<file path="src/rtl/lidar_scan_processor.sv">
// Parses framed LiDAR scan packets from a UART byte stream and reports
// min/max distance with indices plus a per-sector obstacle bitmask.
module lidar_scan_processor #(
  parameter int          DIST_W       = 16,
  parameter int          MAX_SAMPLES  = 64,
  parameter int          NUM_SECTORS  = 8,
  parameter int          SECTOR_SHIFT = 3,
  parameter logic [7:0]  HDR0         = 8'hAA,
  parameter logic [7:0]  HDR1         = 8'h55,
  parameter int          TIMEOUT_CYC  = 100000
) (
  input  logic                   clk,
  input  logic                   reset,
  input  logic                   rx_dv,
  input  logic [7:0]             rx_byte,
  input  logic [DIST_W-1:0]      threshold,
  output logic                   out_valid,
  input  logic                   out_ready,
  output logic [7:0]             ct,
  output logic [15:0]            fsa,
  output logic [15:0]            lsa,
  output logic [DIST_W-1:0]      min_dist,
  output logic [7:0]             min_idx,
  output logic [DIST_W-1:0]      max_dist,
  output logic [7:0]             max_idx,
  output logic [NUM_SECTORS-1:0] obs_alert,
  output logic                   pkt_err,
  output logic                   overrun
);

  localparam int BYTES = DIST_W / 8;
  localparam int BCW   = (BYTES > 1) ? $clog2(BYTES) : 1;
  localparam int TW    = $clog2(TIMEOUT_CYC + 1);

  typedef enum logic [2:0] {
    HUNT, HDR, CNT, FSA0, FSA1, LSA0, LSA1, SAMP
  } state_t;

  state_t state_reg, state_next;

  logic [TW-1:0]          tmo_cnt_reg;
  logic [7:0]             ct_reg;
  logic [DIST_W-1:0]      thr_reg;
  logic [15:0]            fsa_reg;
  logic [15:0]            lsa_reg;
  logic [BCW-1:0]         byte_cnt_reg;
  logic [7:0]             samp_idx_reg;
  logic [DIST_W-1:0]      samp_buf_reg;
  logic                   found_reg;
  logic [DIST_W-1:0]      acc_min_reg;
  logic [7:0]             acc_min_idx_reg;
  logic [DIST_W-1:0]      acc_max_reg;
  logic [7:0]             acc_max_idx_reg;
  logic [NUM_SECTORS-1:0] acc_alert_reg;

  logic                   tmo_hit;
  logic                   ct_ok;
  logic                   samp_last_byte;
  logic                   scan_done;
  logic                   cnt_accept;
  logic                   pkt_err_next;

  logic [DIST_W-1:0]      d_full;
  logic                   d_valid;
  logic                   min_upd;
  logic                   max_upd;
  logic [NUM_SECTORS-1:0] alert_set;
  logic [DIST_W-1:0]      min_next;
  logic [7:0]             min_idx_next;
  logic [DIST_W-1:0]      max_next;
  logic [7:0]             max_idx_next;
  logic [NUM_SECTORS-1:0] alert_next;

  assign tmo_hit        = (state_reg != HUNT) && !rx_dv && (tmo_cnt_reg == TW'(TIMEOUT_CYC - 1));
  assign ct_ok          = (rx_byte != 8'd0) && (int'(rx_byte) <= MAX_SAMPLES);
  assign samp_last_byte = (state_reg == SAMP) && rx_dv && (byte_cnt_reg == BCW'(BYTES - 1));
  assign scan_done      = samp_last_byte && (samp_idx_reg == ct_reg - 8'd1);

  // ---------------- FSM: state register ----------------
  always_ff @(posedge clk or negedge reset) begin
    if (!reset) begin
      state_reg <= HUNT;
    end else begin
      state_reg <= state_next;
    end
  end

  // ---------------- FSM: next state ----------------
  always_comb begin
    state_next = state_reg;
    if (tmo_hit) begin
      state_next = HUNT;
    end else if (rx_dv) begin
      case (state_reg)
        HUNT: if (rx_byte == HDR0) state_next = HDR;
        HDR: begin
          if (rx_byte == HDR1)      state_next = CNT;
          else if (rx_byte == HDR0) state_next = HDR;
          else                      state_next = HUNT;
        end
        CNT:     state_next = ct_ok ? FSA0 : HUNT;
        FSA0:    state_next = FSA1;
        FSA1:    state_next = LSA0;
        LSA0:    state_next = LSA1;
        LSA1:    state_next = SAMP;
        SAMP:    state_next = scan_done ? HUNT : SAMP;
        default: state_next = HUNT;
      endcase
    end
  end

  // ---------------- FSM: decoded outputs ----------------
  always_comb begin
    cnt_accept   = 1'b0;
    pkt_err_next = 1'b0;
    if (tmo_hit) begin
      pkt_err_next = 1'b1;
    end else if (state_reg == CNT && rx_dv) begin
      cnt_accept   = ct_ok;
      pkt_err_next = !ct_ok;
    end
  end

  // Sample assembly: the arriving byte drops into its lane, earlier lanes come from the buffer.
  genvar gi;
  generate
    for (gi = 0; gi < BYTES; gi++) begin : g_lane
      assign d_full[8*gi +: 8] = (int'(byte_cnt_reg) == gi) ? rx_byte : samp_buf_reg[8*gi +: 8];
    end
  endgenerate

  assign d_valid = (d_full != '0);
  assign min_upd = samp_last_byte && d_valid && (!found_reg || d_full < acc_min_reg);
  assign max_upd = samp_last_byte && d_valid && (d_full > acc_max_reg);

  generate
    for (gi = 0; gi < NUM_SECTORS; gi++) begin : g_alert
      assign alert_set[gi] = samp_last_byte && d_valid && (d_full < thr_reg) &&
                             (int'(samp_idx_reg >> SECTOR_SHIFT) == gi);
    end
  endgenerate

  assign min_next     = min_upd ? d_full : acc_min_reg;
  assign min_idx_next = min_upd ? samp_idx_reg : acc_min_idx_reg;
  assign max_next     = max_upd ? d_full : acc_max_reg;
  assign max_idx_next = max_upd ? samp_idx_reg : acc_max_idx_reg;
  assign alert_next   = acc_alert_reg | alert_set;

  // Inter-byte watchdog, only armed while inside a packet
  always_ff @(posedge clk or negedge reset) begin
    if (!reset) begin
      tmo_cnt_reg <= '0;
    end else if (state_reg == HUNT || rx_dv) begin
      tmo_cnt_reg <= '0;
    end else begin
      tmo_cnt_reg <= tmo_cnt_reg + TW'(1);
    end
  end

  always_ff @(posedge clk or negedge reset) begin
    if (!reset) begin
      ct_reg          <= '0;
      thr_reg         <= '0;
      fsa_reg         <= '0;
      lsa_reg         <= '0;
      byte_cnt_reg    <= '0;
      samp_idx_reg    <= '0;
      samp_buf_reg    <= '0;
      found_reg       <= 1'b0;
      acc_min_reg     <= '0;
      acc_min_idx_reg <= '0;
      acc_max_reg     <= '0;
      acc_max_idx_reg <= '0;
      acc_alert_reg   <= '0;
    end else if (cnt_accept) begin
      ct_reg          <= rx_byte;
      thr_reg         <= threshold;
      byte_cnt_reg    <= '0;
      samp_idx_reg    <= '0;
      samp_buf_reg    <= '0;
      found_reg       <= 1'b0;
      acc_min_reg     <= '0;
      acc_min_idx_reg <= '0;
      acc_max_reg     <= '0;
      acc_max_idx_reg <= '0;
      acc_alert_reg   <= '0;
    end else if (rx_dv && !tmo_hit) begin
      case (state_reg)
        FSA0: fsa_reg[7:0]  <= rx_byte;
        FSA1: fsa_reg[15:8] <= rx_byte;
        LSA0: lsa_reg[7:0]  <= rx_byte;
        LSA1: lsa_reg[15:8] <= rx_byte;
        SAMP: begin
          samp_buf_reg <= d_full;
          if (samp_last_byte) begin
            byte_cnt_reg    <= '0;
            samp_idx_reg    <= samp_idx_reg + 8'd1;
            found_reg       <= found_reg | d_valid;
            acc_min_reg     <= min_next;
            acc_min_idx_reg <= min_idx_next;
            acc_max_reg     <= max_next;
            acc_max_idx_reg <= max_idx_next;
            acc_alert_reg   <= alert_next;
          end else begin
            byte_cnt_reg <= byte_cnt_reg + BCW'(1);
          end
        end
        default: ;
      endcase
    end
  end

  // Result register: loads straight from the accumulator next-values so the
  // result appears on the cycle after the final byte.
  always_ff @(posedge clk or negedge reset) begin
    if (!reset) begin
      out_valid <= 1'b0;
      ct        <= '0;
      fsa       <= '0;
      lsa       <= '0;
      min_dist  <= '0;
      min_idx   <= '0;
      max_dist  <= '0;
      max_idx   <= '0;
      obs_alert <= '0;
      pkt_err   <= 1'b0;
      overrun   <= 1'b0;
    end else begin
      pkt_err <= pkt_err_next;
      overrun <= 1'b0;
      if (scan_done) begin
        if (out_valid && !out_ready) begin
          overrun <= 1'b1;
        end else begin
          out_valid <= 1'b1;
          ct        <= ct_reg;
          fsa       <= fsa_reg;
          lsa       <= lsa_reg;
          min_dist  <= min_next;
          min_idx   <= min_idx_next;
          max_dist  <= max_next;
          max_idx   <= max_idx_next;
          obs_alert <= alert_next;
        end
      end else if (out_valid && out_ready) begin
        out_valid <= 1'b0;
      end
    end
  end

endmodule

</file>
<file path="config.mk">
export PLATFORM = sky130hd
export DESIGN_NAME = lidar_scan_processor
export DESIGN_NICKNAME = d
export VERILOG_FILES = /design/src/rtl/lidar_scan_processor.sv
export SDC_FILE = /design/constraint.sdc
export NUM_CORES = 1
export LEC_CHECK = 0
export ABC_AREA = 1
export CELL_PAD_IN_SITES_DETAIL_PLACEMENT = 1
export CELL_PAD_IN_SITES_GLOBAL_PLACEMENT = 1
export CORE_ASPECT_RATIO = 1.5
export CORE_MARGIN = 2
export CORE_UTILIZATION = 42
export DETAILED_ROUTE_END_ITERATION = 8
export PLACE_DENSITY_LB_ADDON = 0.1
export SYNTH_ARGS = -nofsm -noshare
export SYNTH_HDL_FRONTEND = slang
export SYNTH_SLANG_ARGS = --single-unit
</file>
<file path="constraint.sdc">
create_clock -name clk -period 5.45 [get_ports clk]
set_input_delay 0.545 -clock clk [delete_from_list [all_inputs] [get_ports clk]]
set_output_delay 0.545 -clock clk [all_outputs]
set_load 0.02 [all_outputs]
</file>
==> run metrics, run 1 <==
Synth Register Bits 257; highest routed metal layer met4; drt total wl 35800 µm; startpoint class of the critical path flop; Post-Syn Instances 1501; Synth Cell Area 12200 µm²; M1 wire length 15000 µm; crit path DAT 4.49 ns; Post-route DRC 0; drt pass-1 iters 4; Die Footprint 30400 µm²; # rows 76; vias in the first global route 10967; DR vias 10300; total gr overflow 0; WS Path Type flop to flop; Root Buffer clkbuf_16; Post-CTS Hold Fix Bufs 1; H-tree levels 1; critical path capture point type flop; DP HPWL 25200 µm; max-cap violation count 0; clk buf depth 3; setup TNS 0 ns; syn_nets 1578; CTS tree done; Critical Path RT 5.87 ns; First DRT Iteration DRCs 399; Area Overhead vs Synth 20.6%; TritonCTS Buffers 27; syn avg cell area 8.11 µm²; post-route clock skew 0.0130 ns; clk slew on worst S/H paths 0.06 ns; Post-layout nets 1699; n_diodes 0; P per Cell Area 291 nW/µm²; starting density of the core 42.5%; status finished clean; Peak VDD IR 0.210 mV; crit share post-route 74.7%; fin. max-slew vios 0; critical path's largest stage delay 0.79 ns; PostCTS Resize Cnt 0; die width 143 µm; Final Setup Violations 0; P_leak 7.75 nW; Hold/Removal Path Class flop to flop; DP Area 13800 µm²; Ports 127; CP max FO 33; Non-Filler Instances 2032; Synth cell types 37; Seq pwr share 47.6%; pin count of the biggest net entering global routing 174; CP dominant cell by count o21ai_0; post-place setup slack 1.28 ns; Logic pwr share 9.9%; DRT antenna net count 0; first-pass GRT wire length 58200 µm; Tot Pwr 4.27 mW; headroom to the max-slew limit 33.7%; met2 routed WL 18900 µm; Core Box Area 28600 µm²; # port buffers 126; Crit path max-delay family compound AO/OA/AOI/OAI gates; routed len/inst 17.6 µm; Sw Share 26.2%; Least-Margin Pin Slew 0.995 ns; design area 14700 µm²; vias per cell 5.07; internal cell power 3.15 mW; Warnings, synthesis 0; post-route minimum period 4.07 ns; Final Hold Vio Count 0; FMAX 0.245 GHz; CP bufs+invs 2; clock share of power 42.5%; worst skew pair latency 0.54 ns; CTS sink count 257; initial antenna violation count 0; GPL Wtd Cong 0.841; WL met3 862 µm; layout cell share with drive strength beyond 1 4.57%; post-placement cell count 1982; Slowest cell on crit path o21ai_0; register area share after synthesis 52.8%; Post-CTS Repair Setup Buffers 0; RSZ-0062 raised after global routing no; crit path cell chain o21ai_0, inv_1, ha_1, nand2_1, o21ai_0, o21bai_1, a21oi_1, nor2_2, buf_4, o21ai_0, and2_1; switching power 1.12 mW; Die Height 212 µm; Total Routing Usage GR 24.4%; final worst setup slack 1.38 ns
layer usage:
layer | GRT usage, % | up-vias
li1 | - | 4984
met3 | 2.14 | 42
met1 | 30.1 | 5108
met4 | 7.14 | 0
met5 | 0 | -
met2 | 45.2 | 166
Yosys cell counts, drive strengths merged:
cell type | instances | area share (%)
nand2 | 541 | 17
dfrtp | 257 | 53
inv | 178 | 5.5
o21ai | 129 | 5.3
nand3 | 86 | 3.6
nor2 | 84 | 2.7
ha | 49 | 5.0
a21oi | 42 | 1.7
buf | 29 | 1.4
clkbuf | 22 | 0.68
nand4 | 18 | 0.98
and2 | 16 | 0.82
nor3 | 16 | 0.70
o22ai | 6 | 0.31
a22oi | 5 | 0.31
nor4 | 4 | 0.21
a211oi | 3 | 0.19
a21o | 2 | 0.12
a31oi | 2 | 0.10
nor3b | 2 | 0.12
o211ai | 2 | 0.12
o21bai | 2 | 0.12
a21boi | 1 | 0.062
clkinv | 1 | 0.031
o21a | 1 | 0.062
or2 | 1 | 0.051
xnor2 | 1 | 0.072
xnor3 | 1 | 0.19
cells by family after synthesis:
logic type / Yosys count / synth area share (%)
buffers and inverters: 230 / 7.56
AND/OR/NAND/NOR: 768 / 25.9
flip-flops: 257 / 52.8
adder cells (fa/ha/maj): 49 / 5.04
XOR/XNOR: 2 / 0.257
AO/OA/AOI/OAI: 195 / 8.43
final cells by class:
type / count / area, µm²
Multi-Input combinational cell: 1014 / 4820
Fill cell: 3403 / 13900
Clock inverter: 11 / 92.6
Inverter: 179 / 672
Tap cell: 390 / 488
Sequential cell: 257 / 6430
Timing Repair Buffer: 143 / 1410
Clock buffer: 38 / 767
power by group through the flow:
stage | Sequential [mW] | Combinational, mW | Clock (mW)
global route | 2.04 | 0.491 | 1.93
global placement | 2.06 | 0.412 | 0
CTS | 2.03 | 0.432 | 1.86
detailed placement | 2.06 | 0.427 | 0
finish | 2.03 | 0.424 | 1.81
floorplan | 2.04 | 0.271 | 0
final timing paths:
| kind | from | slack (ns) | endpoint | depth (start not counted) |
|---|---|---|---|---|
| worst max register to register | byte_cnt_reg | 1.38 | acc_max_reg[7] | 11 |
| min in group asynchronous | reset | 0.57 | fsa[0] | 2 |
| worst min register to register | tmo_cnt_reg[0] | 0.46 | tmo_cnt_reg[0] | 1 |
| max in group asynchronous | reset | 3.50 | thr_reg[12] | 3 |
| worst max-delay path | byte_cnt_reg | 1.38 | acc_max_reg[7] | 11 |
| worst min-delay path | tmo_cnt_reg[0] | 0.46 | tmo_cnt_reg[0] | 1 |
cells in the final DEF (no fill, tap or decap), types with 7 or more instances in the layout:
cell and count:
ha_1 49, inv_1 171, nand4_1 17, clkinv_2 7, buf_4 15, nor3_1 15, inv_2 7, and2_1 16
nand2_1 540, o21ai_0 116, clkbuf_16 27, nand3_1 85, o21ai_1 13, nor2_1 81, dfrtp_1 257, a21oi_1 42
clkdlybuf4s50_1 125
through the flow:
step                hold slack (ns)  utilization [%]
global placement              0.448             48.3
CTS                           0.469             51.3
detailed placement            0.459             48.3
floorplan                     0.249                -
global route                  0.499             51.3
finish                        0.460             51.3
No activity file was read; power rests on OpenSTA's default activity.
==> run 2: changes to the inputs <==
--- a/config.mk
+++ b/config.mk
@@ -10,7 +10,7 @@
 export CELL_PAD_IN_SITES_GLOBAL_PLACEMENT = 1
 export CORE_ASPECT_RATIO = 1.5
 export CORE_MARGIN = 2
-export CORE_UTILIZATION = 42
+export CORE_UTILIZATION = 39
 export DETAILED_ROUTE_END_ITERATION = 8
 export PLACE_DENSITY_LB_ADDON = 0.1
 export SYNTH_ARGS = -nofsm -noshare
==> constraint.sdc (replaced) <==
create_clock -name clk -period 3.7 [get_ports clk]
set_input_delay 0.37 -clock clk [delete_from_list [all_inputs] [get_ports clk]]
set_output_delay 0.37 -clock clk [all_outputs]
set_load 0.02 [all_outputs]
==> run 2 against run 1 <==
Against the previous run:
- die area grew 7.5%
- combinational power increased by 52%
- largest cell class unchanged
- hold slack worse by 0.068 ns
- wire length down 3.0%
- non-clock buffer count grew 21
==> run metrics, run 2 (same netlist as run 1, synthesis figures left out) <==
status finished clean; DR vias 10288; total gr overflow 0; First DRT Iteration DRCs 431; met3 usage 2.23%; Area Overhead vs Synth 24.0%; RSZ-0062 raised after global routing no; crit share post-route 88.6%; critical path capture point type flop; Die Footprint 32700 µm²; setup TNS 0 ns; internal cell power 4.99 mW; Post-route DRC 0; drt pass-1 iters 4; first-pass GRT wire length 57000 µm; crit path DAT 3.71 ns; Total Routing Usage GR 21.8%; max-cap violation count 0; most frequent cells in the layout nand2_1, dfrtp_1, inv_1; # rows 79; post-route clock skew 0.0221 ns; GR Layer Usage met2 41.0%; Die Height 220 µm; CP max FO 28; Root Buffer clkbuf_16; vias in the first global route 10967; CTS sink count 257; PostCTS Resize Cnt 0; n_diodes 0; # port buffers 126; Hold/Removal Path Class input pin to flop; switching power 1.63 mW; Seq pwr share 45.0%; H-tree levels 1; post-route minimum period 3.28 ns; pin count of the biggest net entering global routing 100; vias per cell 4.98; drt total wl 34700 µm; initial antenna violation count 0; leading cell type in the layout, fill and taps excluded nand2_1; P_leak 7.95 nW; Final Core Density 48.9%; Critical Path RT 4.14 ns; headroom to the max-slew limit 45.3%; GPL Wtd Cong 0.836; Post-layout nets 1719; worst skew pair latency 0.55 ns; Least-Margin Pin Slew 0.818 ns; Final Hold Vio Count 0; Peak VDD IR 0.351 mV; fin. max-slew vios 0; FMAX 0.305 GHz; Logic pwr share 9.7%; DP HPWL 24700 µm; layout cell share with drive strength beyond 1 5.90%; DRT antenna net count 0; clk slew on worst S/H paths 0.06 ns; routed len/inst 16.8 µm; Ports 127; Sw Share 24.7%; startpoint class of the critical path flop; CTS tree done; clock share of power 45.3%; clk buf depth 3; Final Setup Violations 0; TritonCTS Buffers 26; Core Box Area 30800 µm²; WS Path Type flop to flop; P per Cell Area 439 nW/µm²; starting density of the core 39.5%; GRT busiest layer met2; die width 148 µm; met1 Usage GRT 26.4%
run 2: final cells by class:
cell class | instances | area [µm²]
Tap cell | 405 | 507
Inverter | 179 | 672
Timing Repair Buffer | 164 | 1690
Clock buffer | 31 | 711
Clock inverter | 16 | 260
Multi-Input combinational cell | 1014 | 4820
Sequential cell | 257 | 6430
Fill cell | 3780 | 15700
run 2: critical path, stage by stage, from the launching register on:
cell and delay [ns]:
dfrtp_1 0.51, buf_12 0.23, o21ai_0 0.40, inv_1 0.27
ha_1 0.36, nand2_1 0.09, nor4_1 0.42, a21oi_1 0.14
nor2_2 0.18, buf_12 0.20, inv_2 0.11, nand2_1 0.10
nand2_1 0.06, nand2_1 0.06, nand2_1 0.05
run 2: worst paths after layout:
check | startpoint | endpoint | slack, ns | depth (start not counted)
max reg2reg | byte_cnt_reg | max_dist[0] | 0.42 | 14
min in group asynchronous | reset | fsa[5] | 0.48 | 2
max in group asynchronous | reset | acc_min_idx_reg[7] | 2.39 | 3
min | threshold[0] | thr_reg[0] | 0.39 | 3
min reg2reg | tmo_cnt_reg[0] | tmo_cnt_reg[0] | 0.46 | 1
max | byte_cnt_reg | max_dist[0] | 0.42 | 14
run 2: power by group through the flow:
| stage | clock, mW | combinational (mW) | sequential (mW) |
|---|---|---|---|
| floorplan | 0 | 0.400 | 3.00 |
| global placement | 0 | 0.627 | 3.03 |
| detailed placement | 0 | 0.652 | 3.03 |
| CTS | 3.09 | 0.659 | 2.98 |
| global route | 3.19 | 0.746 | 2.99 |
| finish | 3.00 | 0.643 | 2.98 |
run 2: through the flow:
stage | std cells | instance area [µm²] | total power, mW | setup WS [ns] | hold slack (ns)
after global placement | 2018 | 14100 | 3.65 | 0.338 | 0.446
after global routing | 2066 | 15100 | 6.93 | 0.133 | 0.388
after floorplan | 1501 | 12200 | 3.40 | 1.15 | 0.0744
after CTS | 2066 | 15100 | 6.73 | 0.401 | 0.363
after detailed placement | 2018 | 14100 | 3.68 | 0.196 | 0.456
final | 2066 | 15100 | 6.62 | 0.423 | 0.392
run 2: per-layer routing:
metal / up-vias / routed length, µm
li1: 5019 / -
met1: 5069 / 14700
met2: 139 / 18300
met3: 61 / 894
met4: 0 / 868
met5: - / 0
run 2: timing repair:
item                                    in CTS  in global routing
hold buffers                                 1                  0
endpoints found under the hold margin       96                  0
endpoints found under the setup margin       0                  0
buffers inserted                             0                  0
